## config.mk

```make
export PLATFORM = sky130hd
export DESIGN_NAME = multicycle_adder
export DESIGN_NICKNAME = d
export VERILOG_FILES = /design/src/rtl/alu_pkg.sv /design/src/rtl/adder_slice.sv /design/src/rtl/fulladder.sv /design/src/rtl/multicycle_adder.sv
export SDC_FILE = /design/constraint.sdc
export NUM_CORES = 1
export LEC_CHECK = 0
export ABC_CLOCK_PERIOD_IN_PS = 3200
export BUFFER_PORTS_ARGS = -buffer_cell sky130_fd_sc_hd__buf_2
export CORE_MARGIN = 1
export CORE_UTILIZATION = 45
export CTS_CLUSTER_SIZE = 20
export DETAILED_ROUTE_END_ITERATION = 7
export GPL_TIMING_DRIVEN = 1
export PLACE_DENSITY_LB_ADDON = 0.15
export SLEW_MARGIN = 20
export SYNTH_ARGS = -nofsm -noshare
export SYNTH_HDL_FRONTEND = slang
export SYNTH_HIERARCHICAL = 1
export SYNTH_SLANG_ARGS = --single-unit
```

## constraint.sdc

```tcl
create_clock -name clk -period 3.2 [get_ports clk]
set_input_delay 0.8 -clock clk [delete_from_list [all_inputs] [get_ports clk]]
set_output_delay 0.8 -clock clk [all_outputs]
set_load 0.05 [all_outputs]
```

## src/rtl/alu_pkg.sv

```systemverilog
// Shared ALU definitions: the adder FSM state type and sizing helpers for
// digit-serial datapaths.
package alu_pkg;

    typedef enum logic [1:0] {
        IDLE = 2'd0,
        RUN  = 2'd1,
        DONE = 2'd2
    } state_t;

    function automatic int calc_ndig(input int width, input int digit);
        return width / digit;
    endfunction

    // A one-digit operation still needs a 1-bit counter.
    function automatic int calc_cnt_w(input int ndig);
        return (ndig <= 1) ? 1 : $clog2(ndig);
    endfunction

endpackage

```

## src/rtl/adder_slice.sv

```systemverilog
// Combinational DIGIT-bit ripple adder built from fulladder cells; also
// exposes the carry into its top bit so the caller can derive signed overflow.
module adder_slice #(
    parameter int DIGIT = 4
) (
    input  logic [DIGIT-1:0] a,
    input  logic [DIGIT-1:0] b,
    input  logic             cin,
    output logic [DIGIT-1:0] sum,
    output logic             cout,
    output logic             c_msb_in
);
    logic [DIGIT:0] w_c;

    assign w_c[0] = cin;

    for (genvar i = 0; i < DIGIT; i++) begin : g_bit
        fulladder u_fa (
            .a    (a[i]),
            .b    (b[i]),
            .cin  (w_c[i]),
            .sum  (sum[i]),
            .cout (w_c[i+1])
        );
    end

    assign cout     = w_c[DIGIT];
    assign c_msb_in = w_c[DIGIT-1];
endmodule

```

## src/rtl/fulladder.sv

```systemverilog
// Single-bit full adder cell.
module fulladder (
    input  logic a,
    input  logic b,
    input  logic cin,
    output logic sum,
    output logic cout
);
    assign sum  = a ^ b ^ cin;
    assign cout = (a & b) | (cin & (a ^ b));
endmodule

```

## src/rtl/multicycle_adder.sv

```systemverilog
// Digit-serial adder/subtractor: adds DIGIT bits per clock with the ripple
// carry held in a register. Subtraction is enabled by MULTICYCLE_ADDER_SUB_EN.
module multicycle_adder
    import alu_pkg::*;
#(
    parameter int WIDTH = 32,
    parameter int DIGIT = 4
) (
    input  logic             clk,
    input  logic             reset,
    input  logic             in_valid,
    output logic             in_ready,
    input  logic [WIDTH-1:0] a,
    input  logic [WIDTH-1:0] b,
    input  logic             cin,
    input  logic             sub,
    output logic             out_valid,
    input  logic             out_ready,
    output logic [WIDTH-1:0] sum,
    output logic             carryout,
    output logic             overflow,
    output logic             zero,
    output logic [1:0]       dbg_state
);
    localparam int NDIG  = calc_ndig(WIDTH, DIGIT);
    localparam int CNT_W = calc_cnt_w(NDIG);
    localparam logic [CNT_W-1:0] LAST_CNT = CNT_W'(NDIG - 1);

    // Handshakes: a transfer happens on a rising edge where valid and ready
    // are both high; ready/valid come from registered state only, and a
    // producer holds its data stable while valid is high and ready is low.
    state_t             r_state;
    state_t             w_next_state;
    logic [WIDTH-1:0]   r_a;
    logic [WIDTH-1:0]   r_b;
    logic               r_carry;
    logic [CNT_W-1:0]   r_cnt;
    logic [WIDTH-1:0]   r_sum;
    logic               r_carryout;
    logic               r_overflow;
    logic               r_zero;

    logic [WIDTH-1:0]   w_b_in;
    logic               w_cin_in;
    logic [DIGIT-1:0]   w_dsum;
    logic               w_dcout;
    logic               w_dcmsb;
    logic [WIDTH-1:0]   w_sum_next;
    logic               w_last;

`ifdef MULTICYCLE_ADDER_SUB_EN
    assign w_b_in   = sub ? ~b : b;
    assign w_cin_in = sub ? 1'b1 : cin;
`else
    logic w_unused_sub;
    assign w_unused_sub = sub;
    assign w_b_in       = b;
    assign w_cin_in     = cin;
`endif

    adder_slice #(.DIGIT(DIGIT)) u_slice (
        .a        (r_a[DIGIT-1:0]),
        .b        (r_b[DIGIT-1:0]),
        .cin      (r_carry),
        .sum      (w_dsum),
        .cout     (w_dcout),
        .c_msb_in (w_dcmsb)
    );

    assign w_last = (r_cnt == LAST_CNT);

    // Result fills from the top, so after NDIG digits the LSB digit sits at bit 0.
    always_comb begin
        w_sum_next = r_sum >> DIGIT;
        w_sum_next[WIDTH-1 -: DIGIT] = w_dsum;
    end

    always_comb begin
        w_next_state = r_state;
        case (r_state)
            IDLE:    if (in_valid)  w_next_state = RUN;
            RUN:     if (w_last)    w_next_state = DONE;
            DONE:    if (out_ready) w_next_state = IDLE;
            default: w_next_state = IDLE;
        endcase
    end

    always_ff @(posedge clk) begin
        if (reset) r_state <= IDLE;
        else       r_state <= w_next_state;
    end

    always_ff @(posedge clk) begin
        if (reset) begin
            r_a        <= '0;
            r_b        <= '0;
            r_carry    <= 1'b0;
            r_cnt      <= '0;
            r_sum      <= '0;
            r_carryout <= 1'b0;
            r_overflow <= 1'b0;
            r_zero     <= 1'b0;
        end else begin
            case (r_state)
                IDLE: begin
                    if (in_valid) begin
                        r_a     <= a;
                        r_b     <= w_b_in;
                        r_carry <= w_cin_in;
                        r_cnt   <= '0;
                    end
                end
                RUN: begin
                    r_a     <= r_a >> DIGIT;
                    r_b     <= r_b >> DIGIT;
                    r_carry <= w_dcout;
                    r_cnt   <= r_cnt + CNT_W'(1);
                    r_sum   <= w_sum_next;
                    if (w_last) begin
                        r_carryout <= w_dcout;
                        r_overflow <= w_dcmsb ^ w_dcout;
                        r_zero     <= (w_sum_next == '0);
                    end
                end
                default: ;
            endcase
        end
    end

    assign in_ready  = (r_state == IDLE);
    assign out_valid = (r_state == DONE);
    assign sum       = r_sum;
    assign carryout  = r_carryout;
    assign overflow  = r_overflow;
    assign zero      = r_zero;
    assign dbg_state = r_state;
endmodule

```

==> run summary <==
Sorting the synthesized cells by area gives the leading types as sky130_fd_sc_hd__dfxtp_1 46%, sky130_fd_sc_hd__nor2_1 15%, sky130_fd_sc_hd__a2bb2oi_1 11%, sky130_fd_sc_hd__nor3_1 6.4%, sky130_fd_sc_hd__nand2_1 5.4%. The number of antenna repair diodes came out at 0. The layout overhead on the synthesized area came out at 17.4%. The family with the most delay on the worst path is adder cells.

Across all register-to-register paths, the minimum setup slack is 60 ps. The flow ran to the end, and the final reports show no timing, DRC or antenna violations. The transition time of the tightest slew-check pin is 1050 ps. In this run the deepest clock path goes through 2 buffers. The ratio of routed vias to standard cells came out at 5.33.

From bottom edge to top edge, the die measures 103 um. The CTS clock-pin slew for the worst setup and hold paths came out at 110 ps. The count of mapped cells out of synthesis came out at 605. Traced cell by cell, the critical path runs through fa_2 > fa_2 > fa_2 > fa_1 > nor4_2 > nand4_1 > or4_4 > o31ai_2. Summed over all instances, the cell type with the most area after synthesis is sky130_fd_sc_hd__dfxtp_1.

In this run the power spent charging and discharging nets is 803 uW. The number of design-rule violations left by the first detailed-router iteration is 176. Of all flip-flops after synthesis, the portion carrying an async set or reset was 0%. Of the cells placed in the final design, the portion with a size suffix greater than 1 is 21.4%.

Once detail routing completed, the nets flagged for antenna violations numbered 0. The most critical setup path has its startpoint at r_b[0]. Excluding fillers, the count of instances in the completed layout stands at 816. The worst reg2reg path startpoint is r_b[0]. The most numerous cell on the critical path is sky130_fd_sc_hd__fa_2. The number of enable flip-flop cells after synthesis came out at 0. The shortest clock period the worst path allows after layout is 3140 ps. Among all flip-flop cells after synthesis, the most frequent one is sky130_fd_sc_hd__dfxtp_1. The placer's final routability congestion estimate came out at 0.794.

The routed design has 12.0 mm of wire. The fraction of post-synthesis cell area in the top cell type by area came out at 45.7%. The final-report hold violation count is 0. The power density over the cells is 512 nW/um2. Yosys printed 6 warnings. The mean cell area of the mapped netlist came out at 7.61 um2. The number of cell rows is 36. The clock latency on the worst-skew pair came out at 370 ps. The number of global-route vias before repair came out at 3925. The clock share of power came out at 30.6%. On the critical path, the stage with the largest delay is an instance of sky130_fd_sc_hd__fa_1.

The clock sink total came out at 105. The CTS tree is yes. The count of nets after finishing came out at 754. The worst slew margin relative to its limit is 30.0%.

For the worst setup path, the data required time is 3500 ps. The count of input and output buffers came out at 107. The peak fanout along the critical path is 2. After layout, the worst path uses 98.2% of the clock period.

The number of setup violations in the final report is 0. The initial antenna violation count is 1. In the post-synthesis netlist, the cell with the most instances is sky130_fd_sc_hd__nor2_1. The reported max-cap violation count is 0. The netlist uses 26 different library cells. Entering global routing, the biggest net connects 63 pins.

The post-synthesis cell area came out at 4600 um2. In this design, the stage delay of the slowest critical-path cell is 550 ps. The internal power came out at 1960 uW. The element type at the critical path start is a flip-flop. The number of nets produced by synthesis is 681. The die is 103 um wide. The worst supply voltage drop on vdd came out at 0.257 mV.

After detailed routing, the number of remaining DRC violations is 0. The largest clock skew in the final design is 12.1 ps. Final hold analysis gives a worst-case slack of 458 ps.

The filler cell count is 986. For this design the static power due to leakage is 0.00243 uW. The top-level I/O count came out at 109.

The area of the core came out at 9860 um2. The remaining global-route overflow is 0. The clock root buffer is sky130_fd_sc_hd__clkbuf_8. Clock tree synthesis inserted a total of 9 buffers. The worst setup path is captured at a flip-flop. The wire length of the first global-routing pass is 19.1 mm.

The starting utilization of the core area came out at 46.7%. The total die area came out at 10600 um2. Before antenna repair, the detailed router went through 5 iterations. The timing-limited maximum frequency came out at 318 MHz. The worst reg-to-reg path cell count is 8.

The commonest cells after synthesis are 179 x sky130_fd_sc_hd__nor2_1, 105 x sky130_fd_sc_hd__dfxtp_1, 66 x sky130_fd_sc_hd__nand2_1, 59 x sky130_fd_sc_hd__nor3_1, 56 x sky130_fd_sc_hd__a2bb2oi_1. The hold-critical path depth is 2. The proportion of power drawn by combinational gates is 17.2%. In this run the number of cells on the critical path is 8. Setup repair after global routing could not meet its margin everywhere.

The count of buffering cells on the critical path with inverters included came out at 0. Net switching is 29.1% of the power. The sequential-to-total area share from yosys stat is 45.7%. At the worst endpoint, the arrival time is 3450 ps. The proportion of power drawn by flip-flops and latches came out at 52.2%. The cell count after placement is 799. The number of H-tree branching levels is 3. The average wire per standard cell came out at 14.7 um.

The critical path in this run is classified as flip-flop to flip-flop. The max-slew violation total from the final report is 0. Across every metal layer, demand over resource in global routing totals 23.1%. The start point of the worst min-delay path is sum[2]. Synthesis inferred 105 register bits. The count of hold buffers inserted by post-cts repair came out at 0. The via count is 4348. The min-delay analysis places its worst path in the category flip-flop to flip-flop. The estimated wirelength of the detail-placed design came out at 7.63 mm.
per-layer routing:
| metal | vias up | global-route usage (%) | wire length, um |
|---|---|---|---|
| met5 | - | 0 | 0 |
| met4 | 0 | 7.58 | 132 |
| met3 | 9 | 3.66 | 442 |
| met2 | 95 | 36.2 | 5700 |
| met1 | 2059 | 32.4 | 5720 |
| li1 | 2185 | - | - |
kinds of logic (layout without fill, tap and decap cells):
family | count (synthesis) | after routing | share of synthesized area [%]
AOI/OAI and AO/OA | 108 | 108 | 17.0
xor gates and xnor gates | 1 | 1 | 0.190
adders and majority gates | 6 | 6 | 2.28
buffers and inverters | 54 | 132 | 4.73
DFF | 105 | 105 | 45.7
and+or+nand+nor | 331 | 331 | 30.1
worst reg2reg max path: cells and delay by family, from the launching register on:
| kind | cells | cell delay [ps] |
|---|---|---|
| DFF | 1 | 340 |
| and+or+nand+nor | 3 | 820 |
| adders and majority gates | 4 | 1710 |
| AOI/OAI and AO/OA | 1 | 210 |
what timing repair did:
action | 4_1_cts | 5_1_grt
gates resized for setup | 2 | 5
buffers inserted | 0 | 1
pin swaps | 0 | 7
setup endpoints to repair | 1 | 1
placed cells by master (no fill, tap or decap), types with 2 or more instances in the layout:
cell	count
sky130_fd_sc_hd__a2bb2oi_1	56
sky130_fd_sc_hd__nand2_1	66
sky130_fd_sc_hd__nor4_1	5
sky130_fd_sc_hd__nor2b_1	9
sky130_fd_sc_hd__clkinv_4	2
sky130_fd_sc_hd__nor2_1	178
sky130_fd_sc_hd__buf_4	8
sky130_fd_sc_hd__clkbuf_8	9
sky130_fd_sc_hd__a22oi_1	7
sky130_fd_sc_hd__buf_2	106
sky130_fd_sc_hd__ha_1	2
sky130_fd_sc_hd__nand3_1	2
sky130_fd_sc_hd__dfxtp_1	101
sky130_fd_sc_hd__inv_6	2
sky130_fd_sc_hd__nand2b_1	2
sky130_fd_sc_hd__a21oi_1	39
sky130_fd_sc_hd__fa_2	3
sky130_fd_sc_hd__dfxtp_2	4
sky130_fd_sc_hd__o22ai_1	4
sky130_fd_sc_hd__nor3_1	59
power by group through the flow:
stage | registers [uW] | logic [uW] | clock network (uW)
CTS | 1440 | 468 | 869
detailed placement | 1470 | 464 | 0
global route | 1460 | 529 | 922
global placement | 1470 | 455 | 0
floorplan | 1480 | 320 | 0
finish | 1440 | 475 | 846
state kept, by name, summed over array words and instances (netlist names):
register / count
dbg_state: 2
r_b: 32
r_a: 32
overflow: 1
r_carry: 1
sum: 32
zero: 1
carryout: 1
r_cnt: 3
path summary, 6_finish.rpt:
path                            endpoint
worst max-delay path                zero
worst min-delay path              sum[2]
worst max register to register      zero
worst min register to register    sum[2]
per-stage QoR:
step           utilization (%)  instance area (um2)  setup WS [ps]  TNS [ps]  power, uW
2_1_floorplan                -                 4600            158         0       1800
3_3_place_gp              52.4                 5170           52.2         0       1920
3_5_place_dp              52.4                 5170          -21.4     -21.4       1940
4_1_cts                   54.6                 5380           45.4         0       2780
5_1_grt                   54.8                 5400          -84.3     -84.3       2910
6_report                  54.8                 5400           56.3         0       2770
layout make-up:
type / instances / area (um2) / share of cell area [%]
Tap cell: 133 / 166 / 3.08
Multi-Input combinational cell: 446 / 2310 / 42.8
Sequential cell: 105 / 2110 / 39.0
Inverter: 1 / 3.75 / 0.0695
Clock inverter: 7 / 77.6 / 1.44
Clock buffer: 9 / 124 / 2.29
Timing Repair Buffer: 115 / 611 / 11.3
Power figures use the tool's default switching activity.
